**src/rtl/ps2_host_tx.sv**
```systemverilog
// rtl/ps2_host_tx.sv - PS/2 host-to-device command transmitter
// Inhibit / request-to-send, 11-bit frame serializer clocked by the device, ACK check.
module ps2_host_tx #(
  parameter int INHIBIT_CYCLES   = 10000,
  parameter int TIMEOUT_CYCLES   = 200000,
  parameter int DONE_WAIT_CYCLES = 200000
) (
  input  logic       clk,
  input  logic       rst,
  input  logic       tx_valid,
  input  logic [7:0] tx_data,
  output logic       tx_ready,
  output logic       tx_busy,
  output logic       tx_done,
  output logic       tx_error,
  input  logic       ps2_clk_in,
  input  logic       ps2_data_in,
  output logic       ps2_clk_oe,
  output logic       ps2_data_oe
);

  localparam int CNT_MAX_TD = (TIMEOUT_CYCLES > DONE_WAIT_CYCLES) ? TIMEOUT_CYCLES : DONE_WAIT_CYCLES;
  localparam int CNT_MAX    = (INHIBIT_CYCLES > CNT_MAX_TD) ? INHIBIT_CYCLES : CNT_MAX_TD;
  localparam int CNT_W      = $clog2(CNT_MAX + 1);

  localparam logic [CNT_W-1:0] INH_PRE  = CNT_W'(INHIBIT_CYCLES - 2);
  localparam logic [CNT_W-1:0] INH_LAST = CNT_W'(INHIBIT_CYCLES - 1);
  // A stalled device clock raises tx_error TIMEOUT_CYCLES cycles after the REQ cycle.
  localparam logic [CNT_W-1:0] TO_LAST  = CNT_W'(TIMEOUT_CYCLES - 2);
  localparam logic [CNT_W-1:0] DW_LAST  = CNT_W'(DONE_WAIT_CYCLES - 1);

  typedef enum logic [2:0] {
    IDLE, INHIBIT, REQ, SHIFT, ACK, WAIT_IDLE, DONE, ERR
  } state_e;

  state_e           state_q;
  logic [9:0]       frame_q;
  logic [3:0]       bit_cnt_q;
  logic [CNT_W-1:0] cnt_q;
  logic [CNT_W-1:0] cnt_d;
  logic             clk_meta_q, clk_sync_q, clk_prev_q;
  logic             data_meta_q, data_sync_q;
  logic             fall;

  assign cnt_d = cnt_q + 1'b1;
  assign fall  = clk_prev_q & ~clk_sync_q;

  // Synchronizers idle high so reset never looks like a falling edge.
  always_ff @(posedge clk) begin
    if (rst) begin
      clk_meta_q  <= 1'b1;
      clk_sync_q  <= 1'b1;
      clk_prev_q  <= 1'b1;
      data_meta_q <= 1'b1;
      data_sync_q <= 1'b1;
    end else begin
      clk_meta_q  <= ps2_clk_in;
      clk_sync_q  <= clk_meta_q;
      clk_prev_q  <= clk_sync_q;
      data_meta_q <= ps2_data_in;
      data_sync_q <= data_meta_q;
    end
  end

  always_ff @(posedge clk) begin
    if (rst) begin
      state_q     <= IDLE;
      frame_q     <= '0;
      bit_cnt_q   <= '0;
      cnt_q       <= '0;
      tx_ready    <= 1'b1;
      tx_busy     <= 1'b0;
      tx_done     <= 1'b0;
      tx_error    <= 1'b0;
      ps2_clk_oe  <= 1'b0;
      ps2_data_oe <= 1'b0;
    end else begin
      tx_done  <= 1'b0;
      tx_error <= 1'b0;
      case (state_q)
        IDLE: begin
          if (tx_valid) begin
            frame_q    <= {1'b1, ~^tx_data, tx_data};
            cnt_q      <= '0;
            tx_ready   <= 1'b0;
            tx_busy    <= 1'b1;
            ps2_clk_oe <= 1'b1;
            state_q    <= INHIBIT;
          end
        end
        INHIBIT: begin
          cnt_q <= cnt_d;
          if (cnt_q == INH_PRE) ps2_data_oe <= 1'b1;
          if (cnt_q == INH_LAST) begin
            ps2_clk_oe  <= 1'b0;
            ps2_data_oe <= 1'b1;
            state_q     <= REQ;
          end
        end
        REQ: begin
          cnt_q     <= '0;
          bit_cnt_q <= '0;
          state_q   <= SHIFT;
        end
        SHIFT: begin
          if (fall) begin
            ps2_data_oe <= ~frame_q[0];
            frame_q     <= {1'b0, frame_q[9:1]};
            bit_cnt_q   <= bit_cnt_q + 1'b1;
            cnt_q       <= '0;
            if (bit_cnt_q == 4'd9) state_q <= ACK;
          end else if (cnt_q == TO_LAST) begin
            state_q     <= ERR;
            tx_error    <= 1'b1;
            ps2_data_oe <= 1'b0;
          end else begin
            cnt_q <= cnt_d;
          end
        end
        ACK: begin
          if (fall) begin
            cnt_q <= '0;
            if (!data_sync_q) begin
              state_q <= WAIT_IDLE;
            end else begin
              state_q     <= ERR;
              tx_error    <= 1'b1;
              ps2_data_oe <= 1'b0;
            end
          end else if (cnt_q == TO_LAST) begin
            state_q     <= ERR;
            tx_error    <= 1'b1;
            ps2_data_oe <= 1'b0;
          end else begin
            cnt_q <= cnt_d;
          end
        end
        WAIT_IDLE: begin
          if (clk_sync_q && data_sync_q) begin
            state_q <= DONE;
            tx_done <= 1'b1;
          end else if (cnt_q == DW_LAST) begin
            state_q     <= ERR;
            tx_error    <= 1'b1;
            ps2_data_oe <= 1'b0;
          end else begin
            cnt_q <= cnt_d;
          end
        end
        DONE, ERR: begin
          tx_ready <= 1'b1;
          tx_busy  <= 1'b0;
          state_q  <= IDLE;
        end
        default: state_q <= IDLE;
      endcase
    end
  end

endmodule
```
**config.mk**
```make
export PLATFORM = sky130hd
export DESIGN_NAME = ps2_host_tx
export DESIGN_NICKNAME = d
export VERILOG_FILES = /design/src/rtl/ps2_host_tx.sv
export SDC_FILE = /design/constraint.sdc
export NUM_CORES = 1
export LEC_CHECK = 0
export ABC_AREA = 1
export CORE_UTILIZATION = 60
export CTS_CLUSTER_SIZE = 25
export DETAILED_ROUTE_END_ITERATION = 6
export PLACE_DENSITY = 0.81
export SYNTH_ARGS = -nofsm -noshare
export SYNTH_HDL_FRONTEND = slang
export SYNTH_SLANG_ARGS = --single-unit
```
**constraint.sdc**
```tcl
create_clock -name clk -period 3 [get_ports clk]
set_input_delay 0.6 -clock clk [delete_from_list [all_inputs] [get_ports clk]]
set_output_delay 0.6 -clock clk [all_outputs]
set_load 0.05 [all_outputs]
```
==> results.cfg <==
[clocking]
cts_hold_repair.buffers = 0
path_clk_slew_ns = 0.08
cts-root-buf = clkbuf_8
numCtsBuffers = 5
clock_latency_ns = 0.30
cts_tree = yes
post_cts_buffers = 0
cts.sinks = 46
cts_buffer_depth = 2
ctsResizeCount = 0
cts.htree.levels = 2

[detailed_routing]
drtAntennaViolNets = 0
drt_iter0_drc = 315
first_pass_iters = 6
wl_mm = 6.64
num_vias = 2944
wire_per_inst_microns = 12.7
drc_errors = 0
viasPerCell = 5.62

[global_route]
grt_max_degree = 25
track_usage = 0.278
grt_pass1_vias = 2520
antenna_found_initial = 0
grt_pass1_wl_mm = 11.3
grt_remaining_overflow = 0

[timing]
worst_slack_ns = 0.865
fmax_ghz = 0.468
skew_ns = 0.00492
hold_violations = 0
post-route-min-period_ns = 2.13
rsz0062_at_grt = false
setup_viol = 0
slew_headroom = 0.554
period_share = 0.712
tns_ns = 0
worst_pin_slew_ns = 0.669
drv_slew = 0

[logic_synthesis]
ys_ff_latch = 46
synth_area_leader_cell = dfxtp_1
syn_avg_cell_area_sq_um = 6.25
seq_area_frac_synth = 0.324
synth_cell_types = 32
synth_area_leaders = dfxtp_1 32%, nand2_1 17%, nand3_1 7.7%
synth_cells = 455
postSynth.asyncResetShare = 0
synth.most_common_cell = nand2_1
synth_ff_type = dfxtp_1
ys_warn_count = 0
netlist_area_sq_um = 2840
yosys.area.top_type_share = 0.324
syn_nets = 472
synthTopCellsByCount = 127 x nand2_1, 56 x inv_1, 47 x nor2_1
synth_edf_count = 0

[layout]
drive_above_1_share = 0.0636
post-route-util = 0.705
register_area_sq_um = 921
multi_input_area_sq_um = 1630
num-fill-cells = 393
diodes = 0
nets = 488
syn2layout_area_growth_pct = 10.2

[die]
rows = 24
die_h_microns = 70.8
die_area_sq_um = 5020
io_pins = 19
core_sq_um = 4440
start_util = 0.640
chipWidth_microns = 70.8

[worst_setup_path]
crit_type = flop to flop
slowest_stage = nor2_4
path_max_fanout = 23
required_ns = 3.18
critPathLaunchType = flop
worstPathCellList = inv_1, nand3_2, nand2_2, nand2_1, nor2_4, nor2_4, inv_4, nand2_1, a21oi_1
max_stage_delay_ns = 0.45
cp-end-kind = flop
cp.arrival_ns = 2.32

[place]
io_buffers = 18
dp_hpwl_mm = 4.94
pre_cts_ws_ns = 0.743
gp_congestion = 0.972

[pwr]
ir_drop_mv = 0.447
switchingPower_uw = 660
p_leak_uw = 0.00132
internal_power_uw = 1050
seq_power_share = 0.435
clkPwrFrac = 0.231
p_sw_frac = 0.387
power_density_nw_per_um2 = 544
comb_power_share = 0.333

[worst_hold_path]
min_path_type = flop to flop

[job]
maxCapViolCount = 0

[run_status]
status = complete, no violations
==> layout by cell type (no fill, tap or decap), types with 2 or more instances in the layout <==
cell type | netlist | final
nand2_1 | 127 | 127
inv_1 | 56 | 56
nor2_1 | 47 | 47
dfxtp_1 | 46 | 46
nand3_1 | 44 | 44
o21ai_0 | 28 | 28
a21oi_1 | 23 | 23
clkdlybuf4s50_1 | 0 | 18
nand4_1 | 13 | 13
nor3_1 | 9 | 9
a31oi_1 | 9 | 9
clkbuf_8 | 0 | 6
or2_2 | 5 | 5
xnor2_1 | 5 | 5
xor2_1 | 4 | 4
ha_1 | 4 | 4
nand3_2 | 3 | 3
nand2_2 | 3 | 3
nor2_2 | 3 | 3
nor2_4 | 2 | 2
clkinv_1 | 2 | 2
o21ai_1 | 2 | 2
buf_4 | 0 | 2
==> critical path: cells and delay by family (launching register included) <==
family,cells,cell delay [ns]
compound gates,1,0.07
flops,1,0.43
simple gates,6,1.23
buf+inv,2,0.29
==> per-stage QoR <==
stage | hold slack (ns) | total power (uW) | cell area (sq um) | instances
after floorplan | 0.389 | 1190 | 2840 | 455
after global placement | 0.397 | 1310 | 3040 | 516
after detailed placement | 0.400 | 1320 | 3040 | 516
after CTS | 0.424 | 1710 | 3130 | 524
after global routing | 0.435 | 1820 | 3130 | 524
final | 0.419 | 1710 | 3130 | 524
==> per-layer routing <==
metal / global-route usage / share of wire / up-vias
met5: 0 / 0 / -
met4: 0.0622 / 0.011 / 0
met3: 0.0541 / 0.063 / 13
met2: 0.455 / 0.46 / 101
met1: 0.381 / 0.47 / 1325
li1: - / - / 1505
==> flip-flops by register name (all words and copies together) (netlist names) <==
name / count
ps2_clk_oe: 1
tx_error: 1
data_meta_q: 1
clk_sync_q: 1
frame_q: 10
state_q: 3
cnt_q: 18
bit_cnt_q: 4
tx_ready: 1
data_sync_q: 1
ps2_data_oe: 1
clk_prev_q: 1
tx_done: 1
clk_meta_q: 1
tx_busy: 1
==> kinds of logic after synthesis <==
logic type,Yosys count,synth area share
adders and majority gates,4,0.0176
buffers and inverters,71,0.103
xor gates and xnor gates,9,0.0277
DFF,46,0.324
AOI/OAI and AO/OA,65,0.122
and+or+nand+nor,260,0.406
==> power by group through the flow <==
stage	logic, uW	clock network [uW]	registers [uW]
after floorplan	397	0	794
after global placement	554	0	753
after detailed placement	561	0	756
after CTS	563	406	743
after global routing	642	429	752
final	569	394	742
==> cell type report <==
| class | instances | share of cell area |
|---|---|---|
| clock buffer | 6 | 0.0263 |
| clock inverter | 2 | 0.00399 |
| inverter | 60 | 0.0727 |
| multi-input combinational | 338 | 0.520 |
| sequential | 46 | 0.294 |
| tap | 52 | 0.0208 |
| timing repair buffer | 20 | 0.0623 |
==> path summary, 6_finish.rpt <==
path	from	to	slack, ns	depth (start not counted)
worst min register to register	clk_meta_q$_SDFF_PP1_	clk_sync_q$_SDFF_PP1_	0.42	1
worst min-delay path	clk_meta_q$_SDFF_PP1_	clk_sync_q$_SDFF_PP1_	0.42	1
worst max register to register	state_q[2]$_SDFFE_PP0P_	cnt_q[15]$_SDFFE_PP0P_	0.87	9
worst max-delay path	state_q[2]$_SDFFE_PP0P_	cnt_q[15]$_SDFFE_PP0P_	0.87	9
No activity file was read; power rests on OpenSTA's default activity.
